`config.mk`:
```
export PLATFORM = sky130hd
export DESIGN_NAME = mem_arbiter
export DESIGN_NICKNAME = d
export VERILOG_FILES = /design/src/rtl/mem_arbiter.sv
export SDC_FILE = /design/constraint.sdc
export NUM_CORES = 1
export LEC_CHECK = 0
export ABC_CLOCK_PERIOD_IN_PS = 3750
export BUFFER_PORTS_ARGS = -buffer_cell sky130_fd_sc_hd__buf_2
export CAP_MARGIN = 20
export CORE_AREA = 2 2 294 296
export CTS_BUF_LIST = sky130_fd_sc_hd__clkbuf_4 sky130_fd_sc_hd__clkbuf_8 sky130_fd_sc_hd__clkbuf_16
export CTS_CLUSTER_SIZE = 12
export DETAILED_ROUTE_END_ITERATION = 6
export DIE_AREA = 0 0 296 298
export PLACE_DENSITY = 0.35
export SLEW_MARGIN = 0
export SYNTH_ARGS = -nofsm -noshare
export SYNTH_HDL_FRONTEND = slang
export SYNTH_SLANG_ARGS = --single-unit
```
`constraint.sdc`:
```
create_clock -name clk -period 3.75 [get_ports clk]
set_clock_uncertainty 0.2 [all_clocks]
set_input_delay 0.375 -clock clk [delete_from_list [all_inputs] [get_ports clk]]
set_output_delay 0.375 -clock clk [all_outputs]
set_load 0.05 [all_outputs]
```
`src/rtl/mem_arbiter.sv`:
```
// Single-port main-memory arbiter between I-cache and D-cache miss/writeback paths.
// One transaction in flight; D wins ties, the losing side is granted on the completing edge.
module mem_arbiter #(
  parameter int ADDR_W = 28,
  parameter int DATA_W = 128,
  parameter int CNT_W  = 16
) (
  input  logic              clk,
  input  logic              rst_n,
  input  logic              i_read,
  input  logic [ADDR_W-1:0] i_addr,
  output logic [DATA_W-1:0] i_rdata,
  output logic              i_ready,
  input  logic              d_read,
  input  logic              d_write,
  input  logic [ADDR_W-1:0] d_addr,
  input  logic [DATA_W-1:0] d_wdata,
  output logic [DATA_W-1:0] d_rdata,
  output logic              d_ready,
  output logic              mem_read,
  output logic              mem_write,
  output logic [ADDR_W-1:0] mem_addr,
  output logic [DATA_W-1:0] mem_wdata,
  input  logic [DATA_W-1:0] mem_rdata,
  input  logic              mem_ready,
  output logic [CNT_W-1:0]  i_wait_cnt
);

  typedef enum logic [1:0] {IDLE, BUSY_I, BUSY_D} state_t;

  state_t              r_state, w_next;
  logic                r_mem_read, r_mem_write;
  logic [ADDR_W-1:0]   r_mem_addr;
  logic [DATA_W-1:0]   r_mem_wdata;
  logic [CNT_W-1:0]    r_wait_cnt;
  logic                w_d_req, w_load_i, w_load_d, w_clear;

  assign w_d_req = d_read | d_write;

  always_comb begin
    w_next   = r_state;
    w_load_i = 1'b0;
    w_load_d = 1'b0;
    w_clear  = 1'b0;
    case (r_state)
      IDLE: begin
        if (w_d_req) begin
          w_next   = BUSY_D;
          w_load_d = 1'b1;
        end else if (i_read) begin
          w_next   = BUSY_I;
          w_load_i = 1'b1;
        end
      end
      // On completion hand straight to the other side if it is waiting,
      // so the served requester can't be re-granted while it samples ready.
      BUSY_I: begin
        if (mem_ready) begin
          if (w_d_req) begin
            w_next   = BUSY_D;
            w_load_d = 1'b1;
          end else begin
            w_next  = IDLE;
            w_clear = 1'b1;
          end
        end
      end
      BUSY_D: begin
        if (mem_ready) begin
          if (i_read) begin
            w_next   = BUSY_I;
            w_load_i = 1'b1;
          end else begin
            w_next  = IDLE;
            w_clear = 1'b1;
          end
        end
      end
      default: w_next = IDLE;
    endcase
  end

  always_ff @(posedge clk or negedge rst_n) begin
    if (!rst_n) begin
      r_state     <= IDLE;
      r_mem_read  <= 1'b0;
      r_mem_write <= 1'b0;
      r_mem_addr  <= '0;
      r_mem_wdata <= '0;
    end else begin
      r_state <= w_next;
      if (w_load_d) begin
        // Read+write together is illegal; the write takes precedence.
        r_mem_addr  <= d_addr;
        r_mem_wdata <= d_wdata;
        r_mem_write <= d_write;
        r_mem_read  <= d_read & ~d_write;
      end else if (w_load_i) begin
        r_mem_addr  <= i_addr;
        r_mem_wdata <= '0;
        r_mem_write <= 1'b0;
        r_mem_read  <= 1'b1;
      end else if (w_clear) begin
        r_mem_read  <= 1'b0;
        r_mem_write <= 1'b0;
      end
    end
  end

  always_ff @(posedge clk or negedge rst_n) begin
    if (!rst_n)
      r_wait_cnt <= '0;
    else if (i_read && r_state != BUSY_I && r_wait_cnt != {CNT_W{1'b1}})
      r_wait_cnt <= r_wait_cnt + 1'b1;
  end

  assign i_ready    = (r_state == BUSY_I) & mem_ready;
  assign d_ready    = (r_state == BUSY_D) & mem_ready;
  assign i_rdata    = mem_rdata;
  assign d_rdata    = mem_rdata;
  assign mem_read   = r_mem_read;
  assign mem_write  = r_mem_write;
  assign mem_addr   = r_mem_addr;
  assign mem_wdata  = r_mem_wdata;
  assign i_wait_cnt = r_wait_cnt;

endmodule

```
==> results of run 1 <==
-- worst min-delay path: cells and delay by family --
family	cells	cell delay, ps
multiplexers	2	270
buffers and inverters	1	90
-- power by group --
part | switching (mW) | internal [mW] | total [mW]
sequential | 0.532 | 2.78 | 3.32
combinational | 4.71 | 2.10 | 6.82
clock | 0.866 | 1.02 | 1.88
-- flip-flops by register name, indices dropped and copies added, names as in the netlist --
name	count
mem_write	1
mem_wdata	128
mem_read	1
r_state	2
i_wait_cnt	16
mem_addr	28
-- metal layers --
| metal | GRT usage (%) | share of wire (%) | vias up |
|---|---|---|---|
| met5 | 0 | 0.057 | - |
| met4 | 5.46 | 7.3 | 2 |
| met3 | 3.51 | 12 | 132 |
| met2 | 9.62 | 46 | 377 |
| met1 | 5.63 | 35 | 3111 |
| li1 | - | - | 2900 |
-- kinds of logic (layout without fill, tap and decap cells) --
logic type / count (synthesis) / in the layout / share of synthesized area, %
buffers and inverters: 294 / 595 / 24.6
multiplexers: 57 / 57 / 8.32
XOR/XNOR: 15 / 15 / 1.46
adder cells (fa/ha/maj): 6 / 6 / 0.832
AO/OA/AOI/OAI: 140 / 140 / 13.4
flip-flops: 176 / 176 / 48.8
AND/OR/NAND/NOR: 44 / 44 / 2.63
-- worst max path at each step --
| stage | startpoint | endpoint | slack (ps) | depth (start not counted) |
|---|---|---|---|---|
| finish | r_state[1] | mem_addr[8] | 660 | 8 |
| global route | r_state[1] | mem_addr[8] | 470 | 8 |
| CTS | r_state[1] | mem_addr[8] | 620 | 8 |
| detailed placement | r_state[1] | mem_wdata[54] | 1100 | 7 |
| global placement | r_state[1] | mem_wdata[62] | 1160 | 7 |
| floorplan | i_wait_cnt[0] | i_wait_cnt[1] | 1540 | 5 |
-- cells in the mapped netlist, drive strengths merged, types with 4 or more instances --
cell / count / area [µm²]
a22o: 128 / 1120
and3: 4 / 25.0
buf: 291 / 2210
dfrtp: 176 / 4400
ha: 6 / 75.1
mux2: 57 / 751
nand2: 9 / 33.8
nand4: 10 / 62.6
nor2: 8 / 35.0
xnor2: 8 / 70.1
xor2: 7 / 61.3
-- per-stage QoR --
| step | cell area (µm²) | cells | utilization [%] |
|---|---|---|---|
| final | 12700 | 2177 | 14.9 |
| after global routing | 12700 | 2177 | 14.9 |
| after CTS | 12700 | 2177 | 14.9 |
| after detailed placement | 10200 | 1962 | 12.1 |
| after global placement | 10200 | 1962 | 12.1 |
| after floorplan | 9020 | 732 | - |
-- what timing repair did --
item / CTS / global route
resized for setup: 0 / 0
hold endpoints to repair: 226 / 0
hold buffers: 183 / 0
-- layout make-up --
cell class	instances	area (µm²)
clock buffer	19	447
multi-input combinational	262	2410
sequential	176	4400
clock inverter	13	151
tap	1144	1430
inverter	3	11.3
timing repair buffer	560	3810
fill	9604	72200
==> results.tsv, run 1 <==
metric	value	unit
fp.dieH	298	µm
cp_top_family	buffers and inverters	
setup_tns	0	ps
yosys_warnings	0	
cp_max_fo	39	
synthFlopType	dfrtp_1	
gp_congestion	0.690	
hold_slack	70.8	ps
antenna_left	0	
cp_cell_sequence	inv_1 > ha_1 > a21oi_1 > nor2_4 > buf_4 > mux2_2 > dlygate4sd3_1 > mux2_4	
p_leak	5.90	nW
firstDrtPassIters	4	
grt_setup_unrepaired	no	
powerDensity	949	nW/µm²
finalSetupViolCount	0	
critPathBufInv	3	
tightest_slew	692	ps
dp_slack	1100	ps
drt_first_iter_violations	224	
die_x	296	µm
via_count	6522	
grt_pass1_wl	39800	µm
die-area	88200	µm²
syn_inst	732	
start_util	10.6	%
hold_path.class	in2reg	
cts_tree	built	
final_common_cell	buf_2	
slowest_delay	550	ps
antenna_found_initial	1	
ys_seq_area_share	48.8	%
avgViaCountPerCell	3.00	
wl	27900	µm
area_growth	40.3	%
hold_viol	0	
hold_depth	3	
cts_max_path_buffers	2	
yosys_register_bits	176	
slew_headroom	53.9	%
track_usage	6.13	%
cts_buffers	17	
layout.nets	1344	
place_hpwl	19700	µm
critPathCaptureType	flop	
final_max_slew_viol_count	0	
grt_pass1_vias	6986	
async_flop_share	100	%
layout_common_cells	buf_2, dlygate4sd3_1, dfrtp_1	
cts_root_buf	clkbuf_16	
required	3920	ps
placement.io_buffers	365	
cts_setup_buffers	0	
rr_endpoint	mem_addr[8]	
syn_avg_cell_area	12.3	µm²
grt-ovfl-total	0	
holdCritStartpoint	i_addr[13]	
worst_ep_arrival_time	3270	ps
synth_cell_types	33	
ios	750	
clock_latency	500	ps
start_kind	flop	
layout-drive-gt1-share	45.4	%
drt_drc_violations_left	0	
finalWorstSetupSlack	656	ps
rows	107	
worstSetupPathType	reg2reg	
period_share	82.5	%
vdd_ir_drop_max	0.423	mV
path_clk_slew	70	ps
maxCapViolations	0	
grt_max_degree	74	
crit_slowest_cell	dlygate4sd3_1	
clkSinkCount	176	
synth-edff-count	0	
r2r_start	r_state[1]	
period_needed	3090	ps
reg2reg_slack	660	ps
avgRoutedWirePerCell	12.8	µm
h-tree-depth	4	
total_power	12.0	mW
core	84900	µm²
r2r_cells	8	
holdPathEnd	mem_addr[13]	
synth_area	9020	µm²
fmax	323	MHz
n_antenna_cell	0	
status	completed	
synth_fp_nets	1056	
Power figures use the tool's default switching activity.
==> inputs of run 2 (changes only) <==
ABC_CLOCK_PERIOD_IN_PS = 3000   (was 3750)
clock period = 3 ns   (was 3.75 ns; I/O delays follow)
==> run 2 against run 1 <==
Effect of this change:
- register-to-register slack got worse by 510 ps
- cell count grew 0.37%
- worst setup slack lost 510 ps
- critical path depth unchanged
- count of clock-buffer cells in the layout rose by 1
- hold slack better by 66 ps
- clock power is 21% higher
- total power grew 25%
- largest cell class unchanged
==> results.tsv, run 2 (synthesis gave the netlist of run 1 again) <==
metric	value	unit	change
status	completed		
antenna_left	0		unchanged
tightest_slew	784	ps	+92.1 ps
power.net_switching	7.66	mW	+25%
firstDrtPassIters	4		unchanged
die-area	88200	µm²	unchanged
cts_root_buf	clkbuf_16		
die_x	296	µm	unchanged
avgRoutedWirePerCell	12.8	µm	-0.12%
n_antenna_cell	0		unchanged
h-tree-depth	4		unchanged
cp_cell_sequence	inv_1 > ha_2 > a21oi_1 > nor2_4 > buf_12 > mux2_2 > dlygate4sd3_1 > mux2_4		
final_common_cell	buf_2		
cts_buffers	17		unchanged
swShare	50.9	%	about the same
cts_tree	built		
critPathCaptureType	flop		
layout.nets	1354		+0.74%
placement.io_buffers	365		unchanged
start_kind	flop		
p_leak	5.95	nW	+0.75%
fp.dieH	298	µm	unchanged
start_util	10.6	%	unchanged
via_count	6482		-0.61%
vdd_ir_drop_max	0.828	mV	+96%
hold_viol	0		unchanged
layoutNonFillerInstCount	2185		+0.37%
top_layer	met4		
period_needed	2860	ps	-239 ps
total_power	15.1	mW	+25%
worstSetupPathType	reg2reg		
period_share	95.2	%	+13 points
grt_setup_unrepaired	no		
largest_reg_flops	128		unchanged
ios	750		unchanged
clock_latency	500	ps	about the same
pwr-share-seq	27.6	%	about the same
drt-met1-wl	10200	µm	+3.8%
wl_met3	3100	µm	-4.0%
grt_max_degree	80		+8.1%
grt_pass1_wl	41200	µm	+3.6%
fmax	350	MHz	+8.4%
hold_path.class	in2reg		
place_hpwl	19700	µm	-0.43%
required	3170	ps	-750 ps
dp_slack	524	ps	-576 ps
pwr-share-clk	15.1	%	-0.6 points
drt_drc_violations_left	0		unchanged
slew_headroom	47.7	%	-6.1 points
place_inst	1962		unchanged
setup_tns	0	ps	unchanged
avgViaCountPerCell	2.97		-0.98%
maxCapViolations	0		unchanged
powerDensity	1180	nW/µm²	+24%
core	84900	µm²	unchanged
final_max_slew_viol_count	0		unchanged
antenna_found_initial	0		-1
cp_max_fo	19		-51%
grt-ovfl-total	0		unchanged
layout-drive-gt1-share	45.2	%	-0.16 points
gp_congestion	0.684		-0.94%
area_growth	41.5	%	
track_usage	6.30	%	+0.17 points
layout_common_cells	buf_2, dlygate4sd3_1, dfrtp_1		
p_int	7.40	mW	+25%
slowest_delay	560	ps	about the same
crit_slowest_cell	dlygate4sd3_1		
wl	28000	µm	+0.25%
cts_max_path_buffers	2		unchanged
finalSetupViolCount	0		unchanged
drt_first_iter_violations	164		-27%
grt_pass1_vias	7005		+0.27%
wl_met2	12700	µm	-0.27%
finalWorstSetupSlack	144	ps	-511 ps
worst_ep_arrival_time	3020	ps	-250 ps
rows	107		unchanged
dpl-instance-area	10200	µm²	+0.12%
design_area	12800	µm²	+0.79%
clkSinkCount	176		unchanged
pwr-share-comb	57.3	%	+0.6 points
path_clk_slew	80	ps	about the same
## run 2: per-layer routing
layer  up-vias  track usage (%)
met2       391             9.57
met3       120             3.33
met4         0             5.42
met5         -                0
met1      3056             6.29
li1       2915                -
## run 2: worst paths after layout
check                                  to  cells past startpoint     startpoint  slack, ps
max                          mem_addr[17]                      8     r_state[1]        140
min                            r_state[0]                      4         d_read        140
max reg2reg                  mem_addr[17]                      8     r_state[1]        140
min reg2reg                 mem_wdata[25]                      1  mem_wdata[25]        290
max in group asynchronous  mem_wdata[104]                      3          rst_n       1670
min in group asynchronous    mem_wdata[2]                      2          rst_n        170
## run 2: per-stage QoR
stage               utilization [%]  hold WS, ps
detailed placement             12.1          183
global route                   15.0          143
CTS                            15.0         66.5
finish                         15.0          136
floorplan                         -         -196
global placement               12.1          176
## run 2: cell type report
class / instances / area [µm²]
multi-input combinational: 262 / 2410
fill: 9554 / 72100
clock inverter: 10 / 103
sequential: 176 / 4400
tap: 1144 / 1430
inverter: 3 / 11.3
clock buffer: 20 / 467
timing repair buffer: 570 / 3930
## run 2: power by group through the flow
stage          Combinational (mW)  Sequential [mW]  Clock (mW)
3_5_place_dp                 8.31             4.16           0
4_1_cts                      8.65             4.16        2.46
2_1_floorplan                3.58             7.87           0
3_3_place_gp                 8.26             4.21           0
5_1_grt                      9.11             4.30        2.54
6_report                     8.63             4.15        2.28
## run 2: critical path, delay by kind of cell, from the launching register on
family | cells | cell delay [ps]
mux | 2 | 610
fa+ha+maj | 1 | 230
buf+inv | 3 | 880
compound gates | 1 | 120
simple gates | 1 | 240
flops | 1 | 420
## run 2: repair_timing
| item | CTS | global route |
|---|---|---|
| gates resized for setup | 0 | 2 |
| setup buffers | 0 | 2 |
| hold endpoints to repair | 223 | 0 |
| hold buffers | 190 | 0 |
| setup endpoints to repair | 0 | 28 |
==> inputs of run 3 (changes only) <==
ABC_AREA = 1   (was unset)
CORE_AREA = 2 2 295 297   (was 2 2 294 296)
DIE_AREA = 0 0 297 299   (was 0 0 296 298)
PLACE_DENSITY = 0.36   (was 0.35)
SLEW_MARGIN = 10   (was 0)
==> run 3 against run 2 <==
Effect of this change:
- area after synthesis increased by 7.2%
- count of clock-buffer cells in the layout shrank 2
- critical path depth up 2
- global-route usage is 1.3 points higher
- flip-flop and latch count stayed put
- design area up 5.7%
- register-to-register slack improved by 70 ps
- total power grew 2.0%
- maximum frequency increased by 2.5%
- first-iteration DRC count up 150%
- utilization increased by 0.67 points
- die area increased by 0.67%
- critical endpoint is now mem_addr[3]
- largest cell class unchanged
- highest routed layer is now met5
==> results.tsv, run 3 <==
metric	value	unit	change
synth-adder-area-share	0.776	%	-0.056 points
largest_reg_flops	128		unchanged
startpoint	r_state[0]		
pwr-share-comb	57.8	%	+0.5 points
cp_max_fo	47		+28
clock_latency	500	ps	about the same
pwr-share-seq	26.6	%	-1.0 points
die_x	297	µm	+0.34%
dpl-instance-area	11000	µm²	+6.9%
async_flop_share	100	%	unchanged
finalSetupViolCount	0		unchanged
antenna_left	0		unchanged
swShare	54.4	%	+3.6 points
syn_avg_cell_area	8.37	µm²	-32%
maxCapViolations	0		unchanged
period_needed	2790	ps	-70.2 ps
design_area	13500	µm²	+5.7%
rows	108		+0.93%
yosys_register_bits	176		unchanged
setup_tns	0	ps	unchanged
synthFlopType	dfrtp_1		
gp_congestion	0.752		+10%
antenna_found_initial	0		unchanged
layout.nets	1758		+30%
r2r_cells	10		+2
drt_first_iter_violations	404		+150%
cts_max_path_buffers	2		unchanged
hold_path.class	in2async		
yosys.area_share.simple	26.3	%	+24 points
drt_drc_violations_left	0		unchanged
core	85900	µm²	+1.3%
grt_pass1_vias	8747		+25%
post-synth-top-count-cell	nand2_1		
synth_cell_types	27		-18%
synth_area_leaders	dfrtp_1, buf_4, nand2_1		
wl	34500	µm	+23%
ys_seq_area_share	45.5	%	-3.3 points
slew_headroom	48.4	%	+0.66 points
yosysTopAreaCell	dfrtp_1		
die-area	88800	µm²	+0.67%
placement.io_buffers	365		unchanged
status	completed		
finalWorstSetupSlack	215	ps	+70.2 ps
synthXorXnorAreaFrac	0.634	%	-0.82 points
final_common_cell	buf_2		
synth_fp_nets	1479		+40%
syn_inst	1155		+58%
critPathCaptureType	flop		
ios	750		unchanged
cts_buffers	17		unchanged
start_kind	flop		
final_max_slew_viol_count	0		unchanged
worstSetupPathType	reg2reg		
grt-ovfl-total	0		unchanged
hold_viol	0		unchanged
avgRoutedWirePerCell	13.3	µm	+3.5%
power.net_switching	8.36	mW	+9.1%
dp_slack	606	ps	+82.2 ps
muxShareOfSynthArea	0	%	-8.3 points
path_clk_slew	70	ps	about the same
grt_pass1_wl	51300	µm	+25%
fp.dieH	299	µm	+0.34%
h-tree-depth	4		unchanged
clkSinkCount	176		unchanged
avgViaCountPerCell	3.24		+9.2%
tightest_slew	774	ps	-9.85 ps
synth_compound_area_share	2.87	%	-11 points
synth_common_cells	nand2_1, buf_4, dfrtp_1, nand3_1, buf_2		
worst_ep_arrival_time	2980	ps	-40 ps
firstDrtPassIters	4		unchanged
fin_util	15.7	%	+0.67 points
synth_area	9670	µm²	+7.2%
r2r_start	r_state[0]		
required	3190	ps	+20 ps
p_int	7.00	mW	-5.4%
start_util	11.3	%	+0.62 points
fmax	359	MHz	+2.5%
grt_max_degree	85		+6.3%
hold_slack	182	ps	+45.1 ps
grt_setup_unrepaired	no		
layout_common_cells	buf_2, nand2_1, dlygate4sd3_1		
p_leak	6.62	nW	+11%
via_count	8428		+30%
yosys_warnings	0		unchanged
powerDensity	1140	nW/µm²	-3.6%
track_usage	7.61	%	+1.3 points
synth-edff-count	0		unchanged
layout-drive-gt1-share	30.5	%	-15 points
rr_endpoint	mem_addr[3]		
reg2reg_slack	210	ps	+70 ps
n_antenna_cell	0		unchanged
vdd_ir_drop_max	0.538	mV	-35%
cts_tree	built		
fill_cells	9808		+2.7%
area_growth	39.5	%	
place_hpwl	23800	µm	+21%
synth_top_family_by_area	simple AND/OR/NAND/NOR gates		
synth_top_area_share	45.5	%	-3.3 points
period_share	92.8	%	-2.3 points
pwr-share-clk	15.6	%	+0.5 points
cts_root_buf	clkbuf_16		
run 3: cell count changes after synthesis, moves of 7 or more:
cell / change
or2_0: +13
nand3_1: +163
nor2_1: +11
buf_2: +32
inv_1: +15
mux2_2: -28
o21ai_0: +7
xor2_1: -7
mux2_4: -29
o211ai_1: +27
nand2_1: +354
a22o_1: -128
buf_6: -14
or2_2: +13
run 3: worst max-delay path by stage:
stage / slack (ps) / end / cells past startpoint
floorplan: 920 / i_wait_cnt[0] / 9
global placement: 650 / mem_addr[0] / 9
detailed placement: 610 / mem_addr[22] / 9
CTS: 40 / mem_addr[22] / 10
global route: 40 / mem_addr[20] / 9
finish: 210 / mem_addr[3] / 10
run 3: final cells by class:
class	count	area (µm²)	share of cell area, %
multi-input combinational	644	2990	22.2
timing repair buffer	573	3970	29.4
tap	1155	1450	10.7
inverter	22	95.1	0.705
sequential	176	4400	32.6
clock inverter	14	159	1.18
clock buffer	18	433	3.21
run 3: critical path, stage by stage, from the launching register on:
cell           delay, ps
dfrtp_1              380
inv_1                100
ha_1                 230
inv_1                100
nand2_2              190
nand2_8              200
clkinv_8             160
buf_12               240
o211ai_1             190
dlygate4sd3_1        580
nand2_1               50
run 3: power by group through the flow:
stage / Sequential [mW] / Combinational, mW / Clock [mW]
detailed placement: 4.11 / 8.48 / 0
global placement: 4.10 / 8.42 / 0
finish: 4.08 / 8.88 / 2.40
global route: 4.22 / 9.56 / 2.63
CTS: 4.09 / 8.93 / 2.57
floorplan: 7.81 / 3.33 / 0
run 3: cells by family after synthesis:
group                    Yosys count
adder cells (fa/ha/maj)            6
XOR/XNOR                           7
AO/OA/AOI/OAI                     39
buffers and inverters            337
flip-flops                       176
AND/OR/NAND/NOR                  590
run 3: per-layer routing:
metal | track usage (%) | vias up | routed length (µm) | share of wire (%)
met3 | 3.50 | 129 | 3180 | 9.2
li1 | - | 3986 | - | -
met2 | 12.0 | 406 | 15900 | 46
met5 | 1.01 | - | 125 | 0.36
met4 | 5.41 | 4 | 1830 | 5.3
met1 | 8.01 | 3903 | 13500 | 39
run 3: repair_timing:
action,CTS,global route
buffers inserted,0,1
hold buffers,191,0
resized for setup,0,3
hold endpoints to repair,228,0
endpoints found under the setup margin,0,16
run 3: stage by stage:
stage	total power, mW	instances
after global placement	12.5	2376
after CTS	15.6	2599
after global routing	16.4	2602
after detailed placement	12.6	2376
after floorplan	11.1	1155
final	15.4	2602
